===== src/rtl/rx_frame_front_pkg.sv =====
// Shared constants and types for the receive frame front end (preamble/SFD
// stripping, FCS removal, CRC check, segment-id extraction, statistics).
package rx_frame_front_pkg;

    localparam logic [7:0]  PREAMBLE_BYTE = 8'h55;
    localparam logic [7:0]  SFD_BYTE      = 8'hD5;

    localparam logic [31:0] CRC_POLY      = 32'hEDB88320;
    localparam logic [31:0] CRC_INIT      = 32'hFFFFFFFF;
    localparam logic [31:0] CRC_RESIDUE   = 32'hDEBB20E3;

    localparam int          MIN_FRAME     = 64;
    // Bytes held back so the trailing FCS is never forwarded.
    localparam int          DELAY_BYTES   = 4;

    typedef enum logic [1:0] {
        IDLE,
        PREAMBLE,
        PAYLOAD,
        DROP
    } state_t;

endpackage


===== src/rtl/crc32_d8.sv =====
// Combinational CRC-32 update, one byte per call, reflected (LSB-first) form.
module crc32_d8
    import rx_frame_front_pkg::*;
(
    input  logic [31:0] crc_in,
    input  logic [7:0]  data,
    output logic [31:0] crc_out
);

    logic [31:0] crc_work;

    always_comb begin
        crc_work = crc_in;
        for (int i = 0; i < 8; i++) begin
            if (crc_work[0] ^ data[i]) begin
                crc_work = (crc_work >> 1) ^ CRC_POLY;
            end else begin
                crc_work = crc_work >> 1;
            end
        end
        crc_out = crc_work;
    end

endmodule


===== src/rtl/rx_frame_front.sv =====
// Receive front end: strips preamble/SFD/FCS, extracts a segment id and keeps
// frame statistics. Define RX_CRC_CHECK_EN to build and enforce the CRC check.
module rx_frame_front
    import rx_frame_front_pkg::*;
#(
    parameter int ID_OFFSET = 25,
    parameter int ID_WIDTH  = 16,
    parameter int MAX_FRAME = 1518,
    parameter int CNT_WIDTH = 32
) (
    input  logic                 clk125MHz,
    input  logic                 rst,
    input  logic [7:0]           rx_data,
    input  logic                 rx_enable,
    input  logic                 rx_error,
    output logic [7:0]           data_out,
    output logic                 en_out,
    output logic                 sof_out,
    output logic                 eof_out,
    output logic                 frame_ok,
    output logic [ID_WIDTH-1:0]  seg_out,
    output logic                 seg_valid,
    output logic [CNT_WIDTH-1:0] cnt_good,
    output logic [CNT_WIDTH-1:0] cnt_crc_err,
    output logic [CNT_WIDTH-1:0] cnt_runt,
    output logic [CNT_WIDTH-1:0] cnt_long,
    output logic [CNT_WIDTH-1:0] cnt_phy_err
);

    localparam int ID_BYTES = ID_WIDTH / 8;
    localparam int LEN_W    = $clog2(MAX_FRAME + 2);

    localparam logic [LEN_W-1:0] LEN_SAT   = LEN_W'(MAX_FRAME + 1);
    localparam logic [LEN_W-1:0] LEN_MAX   = LEN_W'(MAX_FRAME);
    localparam logic [LEN_W-1:0] LEN_MIN   = LEN_W'(MIN_FRAME);
    localparam logic [LEN_W-1:0] LEN_DLY   = LEN_W'(DELAY_BYTES);
    localparam logic [LEN_W-1:0] SEG_FIRST = LEN_W'(ID_OFFSET);
    localparam logic [LEN_W-1:0] SEG_LAST  = LEN_W'(ID_OFFSET + ID_BYTES - 1);

    state_t             state_reg, state_next;
    logic               hold_drop_reg;
    logic [LEN_W-1:0]   len_reg;
    logic               phy_err_reg;
    logic [7:0]         dl_reg [DELAY_BYTES];

    logic               accept;
    logic               frame_end;
    logic               sfd_seen;
    logic               seg_take;
    logic [ID_WIDTH-1:0] seg_word;
    logic               crc_good;
    logic               is_runt, is_long, frame_good;
    logic               hit_phy, hit_runt, hit_long, hit_good;

    always_ff @(posedge clk125MHz) begin
        if (rst) begin
            state_reg <= IDLE;
        end else begin
            state_reg <= state_next;
        end
    end

    always_comb begin
        state_next = state_reg;
        accept     = 1'b0;
        frame_end  = 1'b0;
        sfd_seen   = 1'b0;
        case (state_reg)
            IDLE: begin
                // A frame already in flight when reset was released is not trusted.
                if (rx_enable) begin
                    state_next = hold_drop_reg ? DROP : PREAMBLE;
                end
            end
            PREAMBLE: begin
                if (!rx_enable) begin
                    state_next = IDLE;
                end else if (rx_data == SFD_BYTE) begin
                    state_next = PAYLOAD;
                    sfd_seen   = 1'b1;
                end else if (rx_data != PREAMBLE_BYTE) begin
                    state_next = DROP;
                end
            end
            PAYLOAD: begin
                if (!rx_enable) begin
                    state_next = IDLE;
                    frame_end  = 1'b1;
                end else begin
                    accept = 1'b1;
                end
            end
            DROP: begin
                if (!rx_enable) begin
                    state_next = IDLE;
                end
            end
            default: state_next = IDLE;
        endcase
    end

    assign seg_take   = accept && (len_reg >= SEG_FIRST) && (len_reg <= SEG_LAST);
    assign is_runt    = len_reg < LEN_MIN;
    assign is_long    = len_reg > LEN_MAX;
    assign frame_good = crc_good && !is_runt && !is_long && !phy_err_reg;
    assign hit_phy    = frame_end && phy_err_reg;
    assign hit_runt   = frame_end && !phy_err_reg && is_runt;
    assign hit_long   = frame_end && !phy_err_reg && !is_runt && is_long;
    assign hit_good   = frame_end && frame_good;

    always_ff @(posedge clk125MHz) begin
        if (rst) begin
            hold_drop_reg <= 1'b1;
        end else if (!rx_enable) begin
            hold_drop_reg <= 1'b0;
        end
    end

    always_ff @(posedge clk125MHz) begin
        if (rst) begin
            len_reg     <= '0;
            phy_err_reg <= 1'b0;
            data_out    <= '0;
            en_out      <= 1'b0;
            sof_out     <= 1'b0;
            eof_out     <= 1'b0;
            frame_ok    <= 1'b0;
            seg_out     <= '0;
            seg_valid   <= 1'b0;
            for (int i = 0; i < DELAY_BYTES; i++) begin
                dl_reg[i] <= '0;
            end
        end else begin
            en_out    <= 1'b0;
            sof_out   <= 1'b0;
            eof_out   <= 1'b0;
            frame_ok  <= 1'b0;
            seg_valid <= 1'b0;
            if (sfd_seen) begin
                len_reg     <= '0;
                phy_err_reg <= 1'b0;
            end
            if (accept) begin
                dl_reg[0] <= rx_data;
                for (int i = 1; i < DELAY_BYTES; i++) begin
                    dl_reg[i] <= dl_reg[i-1];
                end
                if (len_reg != LEN_SAT) begin
                    len_reg <= len_reg + LEN_W'(1);
                end
                if (rx_error) begin
                    phy_err_reg <= 1'b1;
                end
                // Oldest byte leaves the delay line; oversize frames are truncated.
                if ((len_reg >= LEN_DLY) && (len_reg < LEN_MAX)) begin
                    data_out <= dl_reg[DELAY_BYTES-1];
                    en_out   <= 1'b1;
                    sof_out  <= (len_reg == LEN_DLY);
                end
                if (seg_take && (len_reg == SEG_LAST)) begin
                    seg_out   <= seg_word;
                    seg_valid <= 1'b1;
                end
            end
            if (frame_end) begin
                eof_out  <= 1'b1;
                frame_ok <= frame_good;
                len_reg  <= '0;
                for (int i = 0; i < DELAY_BYTES; i++) begin
                    dl_reg[i] <= '0;
                end
            end
        end
    end

    generate
        if (ID_BYTES > 1) begin : g_seg_wide
            logic [ID_WIDTH-9:0] seg_hold_reg;
            always_ff @(posedge clk125MHz) begin
                if (rst) begin
                    seg_hold_reg <= '0;
                end else if (seg_take) begin
                    seg_hold_reg <= seg_word[ID_WIDTH-9:0];
                end
            end
            assign seg_word = {seg_hold_reg, rx_data};
        end else begin : g_seg_byte
            assign seg_word = rx_data;
        end
    endgenerate

    always_ff @(posedge clk125MHz) begin
        if (rst) begin
            cnt_good    <= '0;
            cnt_runt    <= '0;
            cnt_long    <= '0;
            cnt_phy_err <= '0;
        end else begin
            if (hit_good && (cnt_good != '1)) begin
                cnt_good <= cnt_good + CNT_WIDTH'(1);
            end
            if (hit_runt && (cnt_runt != '1)) begin
                cnt_runt <= cnt_runt + CNT_WIDTH'(1);
            end
            if (hit_long && (cnt_long != '1)) begin
                cnt_long <= cnt_long + CNT_WIDTH'(1);
            end
            if (hit_phy && (cnt_phy_err != '1)) begin
                cnt_phy_err <= cnt_phy_err + CNT_WIDTH'(1);
            end
        end
    end

`ifdef RX_CRC_CHECK_EN
    logic [31:0] crc_reg;
    logic [31:0] crc_upd;
    logic        hit_crc;

    crc32_d8 u_crc32_d8 (
        .crc_in  (crc_reg),
        .data    (rx_data),
        .crc_out (crc_upd)
    );

    // Running over the FCS too leaves the fixed residue on an intact frame.
    assign crc_good = (crc_reg == CRC_RESIDUE);
    assign hit_crc  = frame_end && !phy_err_reg && !is_runt && !is_long && !crc_good;

    always_ff @(posedge clk125MHz) begin
        if (rst) begin
            crc_reg     <= '0;
            cnt_crc_err <= '0;
        end else begin
            if (sfd_seen) begin
                crc_reg <= CRC_INIT;
            end else if (accept) begin
                crc_reg <= crc_upd;
            end
            if (hit_crc && (cnt_crc_err != '1)) begin
                cnt_crc_err <= cnt_crc_err + CNT_WIDTH'(1);
            end
        end
    end
`else
    assign crc_good    = 1'b1;
    assign cnt_crc_err = '0;
`endif

endmodule


===== config.mk =====
export PLATFORM = sky130hd
export DESIGN_NAME = rx_frame_front
export DESIGN_NICKNAME = d
export VERILOG_FILES = /design/src/rtl/rx_frame_front_pkg.sv /design/src/rtl/crc32_d8.sv /design/src/rtl/rx_frame_front.sv
export SDC_FILE = /design/constraint.sdc
export NUM_CORES = 1
export LEC_CHECK = 0
export CAP_MARGIN = 0
export CORE_MARGIN = 1
export CORE_UTILIZATION = 39
export CTS_CLUSTER_SIZE = 16
export DETAILED_ROUTE_END_ITERATION = 8
export DONT_BUFFER_PORTS = 1
export RECOVER_POWER = 50
export SLEW_MARGIN = 20
export SYNTH_ARGS = -nofsm -noshare
export SYNTH_HDL_FRONTEND = slang
export SYNTH_SLANG_ARGS = --single-unit

===== constraint.sdc =====
create_clock -name clk125MHz -period 4.9 [get_ports clk125MHz]
set_input_delay 1.47 -clock clk125MHz [delete_from_list [all_inputs] [get_ports clk125MHz]]
set_output_delay 1.47 -clock clk125MHz [all_outputs]
set_load 0.02 [all_outputs]

==> results of run 1 <==
-- layout by cell type, fill, tap and decap left out, types with 10 or more instances in the layout --
master     synthesis  layout
o21ai_1           10      10
nand3_1           57      57
nand4_1           48      48
or3_1             38      38
nor2_1            78      78
mux2i_1           34      34
or4_1             60      61
conb_1             1      32
clkbuf_16          0      25
nand2_1           91      91
inv_1             17      17
nor2b_1           10      10
a21oi_1          133     133
nor3_1             9      10
dfxtp_1          196     196
edfxtp_1          16      16
o21ai_0           35      35
and3_1            28      28
and4_1            27      27
nor4_1            14      15
o31ai_1           62      60
-- worst max path at each step --
stage	start	endpoint	slack [ns]	cells past startpoint
2_1_floorplan	rx_enable	cnt_good[23]$_SDFFE_PP0P_	1.48	7
3_3_place_gp	rx_enable	cnt_good[13]$_SDFFE_PP0P_	1.20	5
3_5_place_dp	rx_enable	cnt_good[26]$_SDFFE_PP0P_	1.13	5
4_1_cts	rx_enable	cnt_good[26]$_SDFFE_PP0P_	1.68	5
5_1_grt	len_reg[1]$_SDFF_PP0_	cnt_good[26]$_SDFFE_PP0P_	1.00	5
6_report	rx_enable	cnt_good[7]$_SDFFE_PP0P_	1.32	5
-- per-stage QoR --
stage | setup slack, ns | power, W | instances | hold slack (ns) | cell area, um2
after floorplan | 1.48 | 0.00190 | 1210 | 0.423 | 10300
after global placement | 1.20 | 0.00187 | 1444 | 0.438 | 10300
after detailed placement | 1.13 | 0.00187 | 1445 | 0.438 | 10300
after CTS | 1.68 | 0.00377 | 1491 | 0.447 | 11100
after global routing | 1.00 | 0.00384 | 1491 | 0.471 | 11100
final | 1.32 | 0.00370 | 1491 | 0.449 | 11100
-- worst max-delay path: stages --
cell and delay [ns]:
nor4b_4 0.52, o21ai_2 0.16, or2_0 0.90, or4_1 0.79, a21oi_1 0.16
-- power by group through the flow --
stage / Combinational [W] / Clock (W) / Sequential, W
final: 0.0000641 / 0.00187 / 0.00177
after global routing: 0.0000713 / 0.00200 / 0.00177
after CTS: 0.0000659 / 0.00194 / 0.00177
after detailed placement: 0.0000658 / 0 / 0.00181
after global placement: 0.0000653 / 0 / 0.00180
after floorplan: 0.0000957 / 0 / 0.00180
-- per-layer routing --
layer  GRT usage  share of wire
met1       0.233           0.44
met5           0              0
met4      0.0463          0.018
met3      0.0588          0.085
met2       0.297           0.46
-- cell type report --
cell class | count | area share
Timing Repair Buffer | 10 | 0.00541
Tap cell | 330 | 0.0372
Inverter | 17 | 0.00574
Sequential cell | 212 | 0.396
Multi-Input combinational cell | 876 | 0.480
Clock buffer | 35 | 0.0651
Clock inverter | 11 | 0.0102
-- kinds of logic (layout without fill, tap and decap cells) --
family,after synthesis,in the layout,synth area share
AOI/OAI and AO/OA,273,273,0.162
xor gates and xnor gates,13,13,0.0111
adders and majority gates,7,7,0.00857
buffers and inverters,122,73,0.0585
DFF,212,212,0.431
muxes,43,43,0.0432
other,1,32,0.000367
and+or+nand+nor,508,508,0.285
==> key figures, run 1 <==
Floorplanning
  • I/O pins: 201
  • Total core area: 25500 um2
  • Cell Rows: 58
  • DIE WIDTH: 164 um
  • Die Y: 164 um
  • Starting Density: 0.401
  • Area of the die: 26900 um2

Critical path
  • Critical Path RT: 5.35 ns
  • FF-to-FF End: cnt_good[26]$_SDFFE_PP0P_
  • Worst Path Arrival: 4.03 ns
  • Reg2Reg Depth: 5
  • Worst Setup Start Kind: input port
  • Reg-to-reg critical path startpoint: len_reg[1]$_SDFF_PP0_
  • Worst Path Max Fanout: 38
  • Crit path capture type: flip-flop
  • Worst reg2reg setup slack: 1.37 ns
  • Kind of critical path: input port to flip-flop

Worst hold path
  • HP Start: hold_drop_reg$_SDFFE_PP1N_
  • Cell depth of the worst hold path: 2
  • WHS Endpoint: hold_drop_reg$_SDFFE_PP1N_
  • Class of the worst hold path: flip-flop to flip-flop

Yosys
  • Largest cells by area after synthesis: dfxtp_1, a21oi_1, edfxtp_1
  • Post-synth top area share: 0.384
  • Most frequent cells after synthesis: dfxtp_1, a21oi_1, nand2_1
  • Most used flip-flop cell after synthesis: dfxtp_1
  • Sequential element share of the synthesized area: 0.431
  • Yosys warning count: 0
  • Yosys top cell by area: dfxtp_1
  • Count of cell types in the netlist: 72
  • Number of synthesized flops with an enable pin: 16
  • Synthesized area: 10200 um2
  • Top-count cell post-synth: dfxtp_1
  • Avg Cell Area, Syn: 8.67 um2
  • Synth Register Bits: 212
  • Mapped Cells: 1179
  • Ys async rst share: 0

Job
  • Max-cap viol count: 1

Cells and area
  • Final core occ: 0.436
  • Diode count: 0
  • Multi-input logic area: 5330 um2
  • NumNets Final: 1161
  • Fillers: 2510
  • Register area: 4400 um2
  • Share of layout cells above drive strength 1: 0.0612
  • Area grow syn2layout: 8.70%

Detailed routing
  • WL final: 25800 um
  • Drt wl/cell: 17.3 um
  • Iter 0 DRT Violations: 615
  • Post-route DRC: 0
  • Routed Antenna Nets: 0
  • Vias per cell: 5.88
  • Drt pass-1 iters: 5
  • Total number of vias: 8766

Pwr
  • Sequential power share: 0.477
  • Pleak: 3.60 nW
  • Switching Power: 0.000798 W
  • Gate power share: 0.017
  • Power Density: 333 nW/um2
  • Pint: 0.00290 W
  • Maximum VDD drop: 0.000268 V
  • Switching share of power: 0.216
  • Clock power frac: 0.505

CTS
  • Worst-Skew Late Latency: 0.53 ns
  • Postcts setup bufs: 0
  • Clock Pin Slew Worst Setup and Hold Paths: 0.06 ns
  • # hold bufs at CTS: 0
  • CTS tree: yes
  • CTS root buffer: clkbuf_16
  • H-tree levels: 1
  • Post-cts sizing count: 0
  • CTS buffer count: 25
  • Longest Clk Path Bufs: 3
  • Clk sinks: 212

Run status
  • Failing checks: max-capacitance violations, max-slew violations
  • Status: finished, violations left

Timing
  • Final setup TNS: 0 ns
  • Relative slew slack: -0.290
  • Final Skew: 0.0183 ns
  • Final period util: 0.731
  • Fmax: 279 MHz
  • Tmin final: 3.58 ns
  • Fin. max-slew vios: 39
  • Final setup viols: 0
  • RSZ-0062 raised after global routing: no
  • Least-Margin Pin Slew: 1.93 ns
  • Final Hold Vio Count: 0

Global routing
  • Vias in the first global route: 7610
  • Congestion Overflow GR: 0
  • Global-route wire length before repair: 40300 um
  • Largest net degree at the start of global routing: 173
  • Tot GR Track Use: 0.183
  • Initial antenna violation count: 0

Place
  • I/O Buffers: 0
  • GP Congestion: 0.798
  • HPWL after DPL: 17100 um
Power figures use the tool's default switching activity.
==> run 2, diff against run 1 <==
- clock period: 4.9 -> 2.9 ns (I/O delays scaled with it)
==> run 2 against run 1 <==
- the run now ends clean
- clock-buffer cell count unchanged
- worst setup slack got worse by 0.91 ns
- clock skew up 0.0048 ns
- critical endpoint is now cnt_good[25]$_SDFFE_PP0P_
- largest cell class unchanged
==> key figures, run 2 (synthesis gave the netlist of run 1 again) <==
Detailed routing
  • Routed Antenna Nets: 0 (unchanged)
  • Vias per cell: 5.75 (-2.2%)
  • Post-route DRC: 0 (unchanged)
  • Total number of vias: 8957 (+2.2%)
  • Drt wl/cell: 16.8 um (-3.0%)
  • Met2 WL: 11900 um (+1.2%)
  • Routed wl met3: 2110 um (-3.9%)
  • Drt pass-1 iters: 5 (unchanged)
  • WL met1: 11700 um (+2.4%)
  • WL final: 26100 um (+1.3%)
  • Top sig layer: met4
  • Iter 0 DRT Violations: 459 (-25%)

Place
  • HPWL after DPL: 17800 um (+4.2%)
  • Pre-CTS WS: 0.0483 ns (-1.09 ns)
  • I/O Buffers: 0 (unchanged)
  • GP Congestion: 0.843 (+5.6%)

Worst hold path
  • Class of the worst hold path: input port to flip-flop

Timing
  • Final period util: 0.858
  • Relative slew slack: 0.200 (+0.490)
  • Final Hold Vio Count: 0 (unchanged)
  • Fin. max-slew vios: 0 (-100%)
  • Post-route setup slack: 0.411 ns (-0.909 ns)
  • Fin Hold WS: 0.419 ns (-0.0300 ns)
  • Least-Margin Pin Slew: 1.20 ns (-0.734 ns)
  • RSZ-0062 raised after global routing: no
  • Tmin final: 2.49 ns
  • Final Skew: 0.0231 ns (+0.00481 ns)
  • Final setup TNS: 0 ns (unchanged)
  • Fmax: 402 MHz
  • Final setup viols: 0 (unchanged)

CTS
  • Postcts setup bufs: 0 (unchanged)
  • H-tree levels: 1 (unchanged)
  • Clock Pin Slew Worst Setup and Hold Paths: 0.06 ns (about the same)
  • Clk sinks: 212 (unchanged)
  • Longest Clk Path Bufs: 3 (unchanged)
  • CTS tree: yes
  • Worst-Skew Late Latency: 0.53 ns (about the same)
  • Post-cts sizing count: 0 (unchanged)
  • CTS root buffer: clkbuf_16
  • # hold bufs at CTS: 0 (unchanged)
  • CTS buffer count: 25 (unchanged)

Critical path
  • Worst Path Arrival: 2.96 ns (-1.07 ns)
  • Kind of critical path: flip-flop to flip-flop
  • Critical Path RT: 3.37 ns (-1.98 ns)
  • Crit path capture type: flip-flop
  • Worst Path Max Fanout: 12 (-68%)
  • Worst Setup Start Kind: flip-flop

Floorplanning
  • Cell Rows: 58 (unchanged)
  • Starting Density: 0.401 (unchanged)
  • Die Y: 164 um (unchanged)
  • Area of the die: 26900 um2 (unchanged)
  • DIE WIDTH: 164 um (unchanged)
  • Total core area: 25500 um2 (unchanged)
  • I/O pins: 201 (unchanged)

Cells and area
  • Share of layout cells above drive strength 1: 0.0839 (+0.0227)
  • Commonest non-fill, non-tap cell in the layout: dfxtp_1
  • Area grow syn2layout: 13.0%
  • Commonest non-fill, non-tap cells in the layout: dfxtp_1, a21oi_1, nand2_1, nor2_1
  • NumNets Final: 1228 (+5.8%)
  • Diode count: 0 (unchanged)

Global routing
  • Vias in the first global route: 8192 (+7.6%)
  • Tot GR Track Use: 0.190 (+0.00667)
  • Congestion Overflow GR: 0 (unchanged)
  • Initial antenna violation count: 0 (unchanged)
  • Global-route wire length before repair: 42000 um (+4.2%)
  • Largest net degree at the start of global routing: 173 (unchanged)

Pwr
  • Pleak: 3.81 nW (+5.8%)
  • Power Density: 555 nW/um2 (+67%)
  • Maximum VDD drop: 0.000386 V (+44%)

Run status
  • Status: complete, no violations

Job
  • Max-cap viol count: 0 (-1)
==> run 2: cell count changes in the layout (fill, tap and decap cells not counted), sizes merged <==
cell    before  now
clkbuf      39   77
buf          6   35
bufinv       2    4
clkinv       6    4
==> run 2: worst max-delay path: stages, from the launching register on <==
cell	delay, ns
dfxtp_1	0.54
nand4_1	0.26
nor4_1	0.32
or4b_1	0.65
or4_1	0.52
a21oi_1	0.14
==> run 2: per-layer routing <==
layer / vias up / track usage
met4: 0 / 0.0484
met3: 32 / 0.0535
met1: 4216 / 0.244
met2: 247 / 0.310
li1: 4462 / -
met5: - / 0
==> run 2: layout make-up <==
class	count	area, um2
inverter	17	63.8
sequential	212	4400
timing repair buffer	77	432
tap	330	413
multi-input combinational	876	5360
fill	2486	13900
clock inverter	11	168
clock buffer	35	703
==> run 2: worst paths after layout <==
check                       startpoint                           end  slack, ns  cells after the start
max reg2reg   cnt_good[5]$_SDFFE_PP0P_     cnt_good[25]$_SDFFE_PP0P_       0.41                      5
min reg2reg  dl_reg[0][7]$_SDFFE_PP0P_     dl_reg[0][7]$_SDFFE_PP0P_       0.45                      2
min                                rst  cnt_phy_err[30]$_SDFFE_PP0P_       0.42                      1
max           cnt_good[5]$_SDFFE_PP0P_     cnt_good[25]$_SDFFE_PP0P_       0.41                      5
==> run 2: report_power, final <==
group	internal [W]	leakage, nW	switching [W]
Combinational	0.0000290	1.64	0.0000927
Sequential	0.00297	1.75	0.0000128
Clock	0.00205	0.421	0.00126
==> run 2: stage by stage <==
stage          utilization  cell area [um2]  total power [W]  cells
4_1_cts              0.458            11700          0.00650   1556
3_5_place_dp         0.424            10800          0.00317   1510
3_3_place_gp         0.424            10800          0.00317   1510
5_1_grt              0.453            11500          0.00663   1558
2_1_floorplan            -            10300          0.00321   1210
6_report             0.453            11500          0.00641   1558
